<file path="config.mk">
export PLATFORM = sky130hd
export DESIGN_NAME = down_counter
export DESIGN_NICKNAME = d
export VERILOG_FILES = /design/src/rtl/down_counter.sv
export SDC_FILE = /design/constraint.sdc
export NUM_CORES = 1
export LEC_CHECK = 0
export CORE_AREA = 2 2 39 41
export DETAILED_ROUTE_END_ITERATION = 7
export DIE_AREA = 0 0 41 43
export PLACE_DENSITY_LB_ADDON = 0.08
export SYNTH_ARGS = -nofsm -noshare
export SYNTH_HDL_FRONTEND = slang
export SYNTH_SLANG_ARGS = --single-unit
</file>
<file path="constraint.sdc">
create_clock -name clk -period 2.9 [get_ports clk]
set_input_delay 0.725 -clock clk [delete_from_list [all_inputs] [get_ports clk]]
set_output_delay 0.725 -clock clk [all_outputs]
set_load 0.005 [all_outputs]
</file>
<file path="src/rtl/down_counter.sv">
// Free-running down counter with reload-on-zero, terminal-count decode and a
// registered wrap pulse; usable as a periodic tick source.
module down_counter #(
    parameter int unsigned          WIDTH  = 4,
    parameter logic [WIDTH-1:0]     RELOAD = {WIDTH{1'b1}}
) (
    input  logic             clk,
    input  logic             reset,
    output logic [WIDTH-1:0] count,
    output logic             zero,
    output logic             wrap
);

    assign zero = (count == '0);

    // Zero reloads explicitly rather than borrowing, so any RELOAD sets the period.
    always_ff @(posedge clk or negedge reset) begin
        if (!reset) begin
            count <= RELOAD;
            wrap  <= 1'b0;
        end else if (zero) begin
            count <= RELOAD;
            wrap  <= 1'b1;
        end else begin
            count <= count - WIDTH'(1);
            wrap  <= 1'b0;
        end
    end

endmodule

</file>
# After elaboration in Yosys (flattened, before gate mapping)
# Index checks and enable logic that the tools add are counted.
# totals
regBits	5
inputBits	2
out_inout_bits	6
word_cells	6
# classes
n_addsub	1
muxes	2
n_reduce_logical	1
# ops
cell	n
logical NOT 4 bit	1
two-way mux 4 bit	1
subtractor 4 x 1 -> 4 bit, second input constant	1
two-way mux 1 bit	1

# Longest topological paths before layout
# depth
depth_word	2
depth_mapped	4
ltp_nobuf	4

# Worst setup path before layout
# Ideal clock, no wire load.
# synth_path
kind	register to output
startpoint	reg count[0]
endpoint	out zero
t_arrival_ns	0.960
required_time_ns	2.175
setup_slack_ns	1.215
stages_incl_launch_ff	4
cell_sequence	dfstp_2 -> inv_1 -> ha_1 -> nor3b_2
# synth_via
elab_chain_cells	1
# synth_rtl
item	line	text
start: declaration	9	output logic [WIDTH-1:0] count,
start signal: assignment	25	count <= count - WIDTH'(1);
logical NOT 4 bit	14	assign zero = (count == '0);
end: declaration	10	output logic zero,
# No other way between the ends.

# Final worst setup path
# Ends and elaborated chain as after synthesis.

==> flow_metrics.py <==
metrics = {
    "worst_setup_path": {
        "critPathMaxFanout": 5,
        "path_buf_inv": 2,
        "path_cells": "inv_1 > ha_1 > nor3b_2 > clkdlybuf4s50_1",
        "crit_type": "reg -> out",
        "required_ns": 2.17,
        "cp_slowest_cell": "dfstp_2",
        "crit_arrival_ns": 1.69,
        "r2r-start": "count[0]$_DFF_PN1_",
        "worst-r2r-cell-count": 4,
        "critPathCaptureType": "primary output",
        "rrSetupSlack_ns": 1.66,
        "start_kind": "flip-flop",
        "slowest_delay_ns": 0.56,
        "rr_endpoint": "count[0]$_DFF_PN1_",
        "critical-path-top-delay-family": "flip-flops",
    },
    "detailed_routing": {
        "viasPerCell": 3.48,
        "vias": 146,
        "ant_nets": 0,
        "drc_errors": 0,
        "wl_per_cell_um": 9.83,
        "drt_iter0_drc": 1,
        "drt-total-wl_um": 413,
        "first_pass_iters": 2,
    },
    "cells_and_area": {
        "seqCellArea_um2": 130,
        "final_layout_size_suffix_gt1_frac": 0.308,
        "area_delta_synth_final_pct": 56.4,
        "fillers": 154,
        "diodes": 0,
        "layout.nets": 30,
        "multi_input_area_um2": 65.1,
        "fin_cells": 42,
    },
    "global_route": {
        "antenna_found_initial": 0,
        "gr-usage-met1": 0.0820,
        "globalRouteMet2Util": 0.0656,
        "grt_pass1_vias": 162,
        "top_usage_layer": "met1",
        "grt_overflow": 0,
        "grt_pass1_wl_um": 669,
        "grt_max_degree": 6,
        "grt_usage": 0.0616,
        "grt_util_met3": 0.0314,
    },
    "clocking": {
        "insertion_delay_ns": 0.24,
        "postCtsHoldBufs": 0,
        "numCtsBuffers": 3,
        "clockRootBuffer": "clkbuf_4",
        "clk_pin_slew_ns": 0.04,
        "cts_resized": 0,
        "htree_levels": 1,
        "cts_setup_buffers": 0,
        "cts.sinks": 5,
        "cts_tree": "yes",
        "clockBufferDepth": 2,
    },
    "power_and_ir_drop": {
        "p_leak_uw": 0.000142,
        "powerDensity_nw_per_um2": 476,
        "ir_worst_vdd_mv": 0.143,
    },
    "timing": {
        "finalCritPeriodShare": 0.834,
        "tns_ns": 0,
        "slew-limit-headroom": 0.839,
        "finalHoldViolCount": 0,
        "fmax_mhz": 413,
        "drv_slew": 0,
        "period_needed_ns": 2.42,
        "fin_worst_skew_ns": 0.00351,
        "rsz0062_at_grt": "false",
        "tightest_slew_ns": 0.241,
        "finalSetupViolations": 0,
    },
    "yosys": {
        "synth_edf_count": 0,
        "synth.area.top_cells": "dfstp_2 51%, dfrtp_1 12%, o31ai_1 7.3%",
        "ys.flop_type": "dfstp_2",
        "synth_area_per_cell_um2": 13.8,
        "yosysTopAreaCellShare": 0.509,
        "post_synth_inst_count": 15,
        "yosys_warnings": 0,
        "yosysTopAreaCell": "dfstp_2",
        "synth_most_common_cell": "dfstp_2",
        "synth_area_um2": 206,
        "synthTopCellsByCount": "4 x dfstp_2, 3 x inv_1, 2 x o31ai_1",
        "yosysSeqAreaShare": 0.630,
        "postSynthRegisterBits": 5,
        "async_reset_ff_frac": 1.00,
        "syn_nets": 18,
        "ys_types": 9,
    },
    "job": {
        "max_cap_viol_count": 0,
    },
    "floorplan": {
        "rows": 14,
        "start_util": 0.149,
        "dieArea_um2": 1760,
        "core_area_um2": 1380,
        "ios": 8,
        "dieWidth_um": 41,
        "die_h_um": 43,
    },
    "hold_path": {
        "min_to": "count[0]$_DFF_PN1_",
        "min-delay-start": "count[0]$_DFF_PN1_",
        "whs_path_depth": 1,
        "hold_class": "reg -> reg",
    },
    "status": {
        "status": "finished clean",
    },
    "place": {
        "dp_hpwl_um": 302,
        "dp_cells": 38,
        "gp_congestion": 0.600,
        "port_buffers": 7,
    },
}
per-stage QoR:
stage	power, uW	hold slack (ns)	setup slack (ns)	instance area, um2	utilization
finish	154	0.493	0.480	323	0.233
global route	161	0.517	0.405	323	0.233
CTS	158	0.504	0.460	323	0.233
detailed placement	73.8	0.482	0.731	297	0.214
global placement	73.8	0.474	0.729	297	0.214
floorplan	71.1	0.429	1.21	206	-
power by group:
group          switching, uW  total [uW]  internal [uW]
combinational           1.35        2.55           1.20
sequential                 0        70.2           70.2
clock                   28.8        80.8           52.0
how the worst max path moves through the flow:
| stage | from | slack [ns] | endpoint | depth (start not counted) |
|---|---|---|---|---|
| floorplan | count[0]$_DFF_PN1_ | 1.21 | zero | 3 |
| global placement | count[0]$_DFF_PN1_ | 0.73 | zero | 4 |
| detailed placement | count[0]$_DFF_PN1_ | 0.73 | zero | 4 |
| CTS | count[0]$_DFF_PN1_ | 0.46 | zero | 4 |
| global route | count[0]$_DFF_PN1_ | 0.41 | zero | 4 |
| finish | count[0]$_DFF_PN1_ | 0.48 | zero | 4 |
worst register-to-register path: cells and delay by family, from the launching register on:
kind	cells	cell delay [ns]
and+or+nand+nor	2	0.32
DFF	1	0.56
adders and majority gates	1	0.23
buffers and inverters	1	0.05
sequential cells by signal, summed over array words and instances (netlist names):
register  count
count         4
wrap          1
area by class of cell:
cell class	instances	area share
repair buffers	7	0.217
inverters	3	0.0349
multi-input cells	7	0.202
flip-flops and latches	5	0.403
clock buffers	4	0.0814
well taps	16	0.0620
cells by family (layout without fill, tap and decap cells):
kind of cell	after synthesis	after routing	synth area share
flops	5	5	0.630
simple gates	2	2	0.0909
buf+inv	3	14	0.0545
fa+ha+maj	1	1	0.0606
xor+xnor	1	1	0.0424
compound gates	3	3	0.121
per-layer routing:
| layer | up-vias | share of wire |
|---|---|---|
| met5 | - | 0 |
| met4 | 0 | 0.022 |
| met3 | 2 | 0.073 |
| met2 | 5 | 0.41 |
| met1 | 69 | 0.50 |
| li1 | 70 | - |
cell usage in the layout, fill, tap and decap left out:
master | synthesis | layout
dfstp_2 | 4 | 4
o31ai_1 | 2 | 2
nor3b_2 | 1 | 1
inv_1 | 3 | 3
xor2_1 | 1 | 1
o21ba_1 | 1 | 1
clkbuf_4 | 0 | 3
clkbuf_1 | 0 | 1
nand2b_1 | 1 | 1
clkdlybuf4s50_1 | 0 | 7
ha_1 | 1 | 1
dfrtp_1 | 1 | 1
Note: power is estimated with default switching activity, not from simulation.
